<file path="src/rtl/exp_pipe.sv">
// e^x for a signed fixed-point x: table e^i times a polynomial in frac(x), three pipeline stages.
// Optional macro EXP_PIPE_TAYLOR2_EN adds the f*f/2 term; otherwise p = 1 + f.
module exp_pipe #(
   parameter int INT_W    = 6,
   parameter int FRAC_W   = 8,
   parameter int OUT_W    = 32,
   parameter int OUT_FRAC = 18,
   parameter int INT_MIN  = -5,
   parameter int INT_MAX  = 9
) (
   input  logic                    clk,
   input  logic                    rst,
   input  logic                    in_valid,
   output logic                    in_ready,
   input  logic [INT_W+FRAC_W-1:0] in_x,
   output logic                    out_valid,
   input  logic                    out_ready,
   output logic [OUT_W-1:0]        out_exp,
   output logic                    out_ovf,
   output logic                    out_udf
);

   localparam int X_W    = INT_W + FRAC_W;
   localparam int N_TAB  = INT_MAX - INT_MIN + 1;
   localparam int P_W    = OUT_FRAC + 2;
   localparam int PROD_W = OUT_W + P_W;
   localparam int F_SH   = OUT_FRAC - FRAC_W;
   localparam real E_CONST = 2.718281828459045;

   function automatic logic [N_TAB*OUT_W-1:0] build_tab();
      logic [N_TAB*OUT_W-1:0] tab;
      real                    e_k;
      tab = '0;
      for (int k = INT_MIN; k <= INT_MAX; k++) begin
         e_k = 1.0;
         if (k >= 0) begin
            for (int j = 0; j < k; j++) e_k = e_k * E_CONST;
         end else begin
            for (int j = 0; j < -k; j++) e_k = e_k / E_CONST;
         end
         // real-to-integer cast rounds to nearest
         tab[(k-INT_MIN)*OUT_W +: OUT_W] = OUT_W'(longint'(e_k * (2.0 ** OUT_FRAC)));
      end
      return tab;
   endfunction

   localparam logic [N_TAB*OUT_W-1:0] TAB      = build_tab();
   localparam logic [P_W-1:0]         P_ONE    = P_W'(1) << OUT_FRAC;
   localparam logic [PROD_W:0]        RND_HALF = (PROD_W+1)'(1) << (OUT_FRAC - 1);

   // Stage registers
   logic                v1_q, ovf1_q, udf1_q;
   logic [OUT_W-1:0]    t1_q;
   logic [P_W-1:0]      p1_q;
   logic                v2_q, ovf2_q, udf2_q;
   logic [PROD_W-1:0]   prod2_q;
   logic                out_valid_q, out_ovf_q, out_udf_q;
   logic [OUT_W-1:0]    out_exp_q;

   logic                adv;
   assign adv      = out_ready | ~out_valid_q;
   assign in_ready = adv & ~rst;

   // S1: range check, table lookup, polynomial
   logic signed [INT_W-1:0] i_s1;
   logic [FRAC_W-1:0]       f_s1;
   logic                    ovf_s1, udf_s1;
   logic [OUT_W-1:0]        t_s1;
   logic [P_W-1:0]          f_al, p_s1;

   assign i_s1 = in_x[X_W-1:FRAC_W];
   assign f_s1 = in_x[FRAC_W-1:0];

   always_comb begin
      ovf_s1 = int'(i_s1) > INT_MAX;
      udf_s1 = int'(i_s1) < INT_MIN;
      t_s1   = '0;
      if (!ovf_s1 && !udf_s1) t_s1 = TAB[(int'(i_s1) - INT_MIN) * OUT_W +: OUT_W];
   end

   if (F_SH >= 0) begin : g_f_up
      assign f_al = P_W'(f_s1) << F_SH;
   end else begin : g_f_dn
      assign f_al = P_W'(f_s1 >> (-F_SH));
   end

`ifdef EXP_PIPE_TAYLOR2_EN
   localparam int SQ_SH = OUT_FRAC - (2 * FRAC_W + 1);
   logic [2*FRAC_W-1:0] sq_s1;
   logic [P_W-1:0]      sq_al;
   assign sq_s1 = {FRAC_W'(0), f_s1} * {FRAC_W'(0), f_s1};
   // f*f carries 2*FRAC_W fraction bits; the /2 is folded into the alignment shift
   if (SQ_SH >= 0) begin : g_sq_up
      assign sq_al = P_W'(sq_s1) << SQ_SH;
   end else begin : g_sq_dn
      assign sq_al = P_W'(sq_s1 >> (-SQ_SH));
   end
   assign p_s1 = P_ONE + f_al + sq_al;
`else
   assign p_s1 = P_ONE + f_al;
`endif

   // S2: full-width multiply
   logic [PROD_W-1:0] prod_d;
   assign prod_d = {{P_W{1'b0}}, t1_q} * {{OUT_W{1'b0}}, p1_q};

   // S3: round half up, then saturate
   logic [PROD_W:0]   rnd, shifted;
   logic [OUT_W-1:0]  exp_d;
   logic              ovf_d, udf_d, big;

   assign rnd     = {1'b0, prod2_q} + RND_HALF;
   assign shifted = rnd >> OUT_FRAC;
   assign big     = |shifted[PROD_W:OUT_W];

   always_comb begin
      exp_d = shifted[OUT_W-1:0];
      ovf_d = 1'b0;
      udf_d = 1'b0;
      if (ovf2_q || big) begin
         exp_d = '1;
         ovf_d = 1'b1;
      end else if (udf2_q) begin
         exp_d = '0;
         udf_d = 1'b1;
      end
   end

   always_ff @(posedge clk) begin
      if (rst) begin
         v1_q        <= 1'b0;
         ovf1_q      <= 1'b0;
         udf1_q      <= 1'b0;
         t1_q        <= '0;
         p1_q        <= '0;
         v2_q        <= 1'b0;
         ovf2_q      <= 1'b0;
         udf2_q      <= 1'b0;
         prod2_q     <= '0;
         out_valid_q <= 1'b0;
         out_exp_q   <= '0;
         out_ovf_q   <= 1'b0;
         out_udf_q   <= 1'b0;
      end else if (adv) begin
         v1_q        <= in_valid;
         v2_q        <= v1_q;
         out_valid_q <= v2_q;
         // data only moves with a valid sample so bubbles leave registers untouched
         if (in_valid) begin
            ovf1_q <= ovf_s1;
            udf1_q <= udf_s1;
            t1_q   <= t_s1;
            p1_q   <= p_s1;
         end
         if (v1_q) begin
            ovf2_q  <= ovf1_q;
            udf2_q  <= udf1_q;
            prod2_q <= prod_d;
         end
         if (v2_q) begin
            out_exp_q <= exp_d;
            out_ovf_q <= ovf_d;
            out_udf_q <= udf_d;
         end
      end
   end

   assign out_valid = out_valid_q;
   assign out_exp   = out_exp_q;
   assign out_ovf   = out_ovf_q;
   assign out_udf   = out_udf_q;

endmodule

</file>
<file path="config.mk">
export PLATFORM = sky130hd
export DESIGN_NAME = exp_pipe
export DESIGN_NICKNAME = d
export VERILOG_FILES = /design/src/rtl/exp_pipe.sv
export SDC_FILE = /design/constraint.sdc
export NUM_CORES = 1
export LEC_CHECK = 0
export ABC_AREA = 1
export BUFFER_PORTS_ARGS = -buffer_cell sky130_fd_sc_hd__buf_2
export CORE_ASPECT_RATIO = 1.75
export CORE_UTILIZATION = 65
export CTS_BUF_LIST = sky130_fd_sc_hd__clkbuf_8
export DETAILED_ROUTE_END_ITERATION = 10
export PLACE_DENSITY = 0.83
export SLEW_MARGIN = 30
export SYNTH_ARGS = -nofsm -noshare
export SYNTH_HDL_FRONTEND = slang
export SYNTH_SLANG_ARGS = --single-unit
</file>
<file path="constraint.sdc">
create_clock -name clk -period 16.6 [get_ports clk]
set_input_delay 2.49 -clock clk [delete_from_list [all_inputs] [get_ports clk]]
set_output_delay 2.49 -clock clk [all_outputs]
set_load 0.02 [all_outputs]
</file>
==> flow_summary.json <==
{
  "avgSynthCellArea_um2": 7.116,
  "switching_share_pct": 37.34,
  "tightest_slew_ns": 0.8574,
  "h-tree-depth": 4,
  "start_util_pct": 66.47,
  "ys_types": 48,
  "num_rows": 77,
  "rsz0062_at_grt": "no",
  "vias": 15100,
  "fp.dieArea_mm2": 0.02658,
  "crit_path_start_kind": "flop",
  "antenna_found_initial": 2,
  "fmaxAchievable_mhz": 156.8,
  "fillCellCount": 2075,
  "layout_setup_ws_ns": 10.22,
  "combPwrFrac_pct": 21.3,
  "hold_viol_final": 0,
  "ys_warn_count": 0,
  "grt_pass1_vias": 15900,
  "p_seq_share_pct": 41.2,
  "required_ns": 16.99,
  "nets": 2785,
  "status": "completed",
  "hold-worst-slack_ns": 0.4728,
  "clkTransAtPathRegs_ns": 0.11,
  "fin_skew_ns": 0.02614,
  "post_cts_buffers": 0,
  "finalCriticalPeriod_ns": 6.376,
  "cts_tree": "built",
  "worst-path-max-fanout": 25,
  "post-dp-hpwl_um": 39400,
  "pin_count": 54,
  "drt-initial-drc-count": 725,
  "internal-power_uw": 462.6,
  "gp_congestion": 0.9784,
  "switchingPower_uw": 275.7,
  "cts-resized-gates": 0,
  "place_ws_ns": 10.39,
  "ys_seq_area_share_pct": 13.55,
  "wl_per_cell_um": 17.89,
  "fin_crit_sh_pct": 38.41,
  "cts_inserted_buffers": 17,
  "netlist_area_mm2": 0.01684,
  "fin_util_pct": 69.76,
  "ir_worst_vdd_mv": 0.05800,
  "hp-class": "flop to flop",
  "die_y_um": 214.9,
  "power_per_cell_area_mw_per_mm2": 41.77,
  "final_common_cell": "nand2_1",
  "grt_max_degree": 68,
  "setup_violations": 0,
  "drive_gt1_share_pct": 6.279,
  "overflow": 0,
  "first_pass_iters": 6,
  "finalSetupTns_ns": 0,
  "syn_inst": 2367,
  "area_growth_pct": 4.948,
  "maxCapViolations": 0,
  "root_buffer": "clkbuf_8",
  "slew_violations": 0,
  "clockBufferDepth": 2,
  "ant_nets": 0,
  "post_drt_via_cell_ratio": 5.612,
  "critPathArrivalTime_ns": 6.76,
  "grt_pass1_wl_um": 77740,
  "clk-insertion-delay-late_ns": 0.51,
  "critical_path_class": "flop to flop",
  "power.leakage_uw": 0.01038,
  "final_cell_mix": "nand2_1 (554), inv_1 (523), fa_1 (204)",
  "timing.slew.headroom_pct": 42.49,
  "end_kind": "flop",
  "numPortBuffers": 53,
  "coreArea_mm2": 0.02534,
  "wl_um": 48130,
  "synth-seq-cells": 114,
  "cts-hold-fix-buffers": 0,
  "cts.sink_count": 114,
  "drc": 0,
  "chipWidth_um": 123.7,
  "track_usage_pct": 38.85,
  "clkPwrFrac_pct": 37.5
}
[stage by stage]
| step | instances | instance area [um2] | power (uW) |
|---|---|---|---|
| after global routing | 2691 | 17680 | 776.0 |
| after CTS | 2689 | 17650 | 739.9 |
| after global placement | 2657 | 17240 | 461.1 |
| after floorplan | 2368 | 16850 | 419.4 |
| after detailed placement | 2657 | 17250 | 464.8 |
| final | 2691 | 17680 | 738.3 |
[area by class of cell]
cell class	count	area [um2]	share of cell area (%)
Multi-Input combinational cell	1629	12220	69.12
Sequential cell	114	2282	12.91
Inverter	529	1988	11.25
Tap cell	316	395.4	2.237
Timing Repair Buffer	69	385.4	2.180
Clock buffer	17	234.0	1.324
Clock inverter	15	167.7	0.9485
Antenna cell	2	5.005	0.02831
[Yosys cell counts, drive strengths merged]
| cell type | count | area [um2] |
|---|---|---|
| buf | 17 | 91.34 |
| a21o | 4 | 30.03 |
| nor3 | 22 | 125.1 |
| nand3b | 5 | 37.54 |
| nand4 | 16 | 100.1 |
| inv | 527 | 1981 |
| nor4 | 5 | 31.28 |
| a31oi | 12 | 75.07 |
| a31o | 1 | 8.760 |
| nand2 | 565 | 2183 |
| clkinv | 2 | 7.510 |
| conb | 1 | 3.750 |
| o21bai | 1 | 18.77 |
| xor2 | 18 | 157.7 |
| o21ai | 118 | 605.6 |
| fa | 204 | 4084 |
| ha | 203 | 2540 |
| o21a | 4 | 30.03 |
| nor2 | 195 | 775.7 |
| nor3b | 1 | 7.510 |
| a22oi | 2 | 15.01 |
| o211ai | 7 | 52.55 |
| a21oi | 143 | 742.0 |
| nor4b | 1 | 8.760 |
| nand3 | 86 | 445.4 |
| a21boi | 1 | 7.510 |
| dfxtp | 114 | 2282 |
| xnor2 | 5 | 43.79 |
| clkbuf | 79 | 296.5 |
| o311ai | 1 | 8.760 |
| or2 | 6 | 37.54 |
| o221ai | 1 | 8.760 |
[final timing paths]
path	cells past startpoint	to	startpoint	slack [ns]
worst max-delay path	24	prod2_q[40]	p1_q[15]	10.22
worst min register to register	2	v2_q	v2_q	0.47
worst max register to register	24	prod2_q[40]	p1_q[15]	10.22
worst min-delay path	2	v2_q	v2_q	0.47
[power by group through the flow]
stage | registers (uW) | clock network (uW) | logic, uW
after floorplan | 308 | 0 | 112
after global placement | 309 | 0 | 152
after detailed placement | 310 | 0 | 155
after CTS | 303 | 280 | 156
after global routing | 306 | 293 | 177
final | 304 | 277 | 157
[cell families after synthesis]
| group | share of synthesized area [%] |
|---|---|
| other cells | 0.02227 |
| flops | 13.55 |
| xor+xnor | 1.196 |
| buf+inv | 14.11 |
| simple gates | 22.28 |
| fa+ha+maj | 39.33 |
| compound gates | 9.516 |
[sequential cells by signal, indices dropped and copies added, names as in the netlist, 9 cells and up]
register / cells
p1_q: 9
out_exp: 32
t1_q: 29
prod2_q: 35
[layer usage]
metal	up-vias	wire (um)	GRT usage, %
li1	7216	-	-
met1	7037	15890	37.96
met2	625	25380	69.44
met3	223	2976	8.466
met4	0	3884	28.51
met5	-	0	0
[worst max-delay path, cell delays in order, from the launching register on]
cell and delay, ns:
dfxtp_1 0.43, buf_4 0.34, nand2_1 0.08, inv_1 0.09, fa_1 0.46, fa_1 0.51
fa_1 0.53, fa_1 0.54, inv_1 0.05, fa_1 0.52, inv_1 0.04, ha_1 0.29
ha_1 0.30, ha_1 0.36, nand2_1 0.11, nor2_1 0.35, inv_1 0.09, nor2_1 0.16
nand3_1 0.10, nand3_1 0.35, nand3_1 0.19, nand3_1 0.11, nand2_1 0.05, nor2_1 0.14
nor2_1 0.05
No activity file was read; power rests on OpenSTA's default activity.
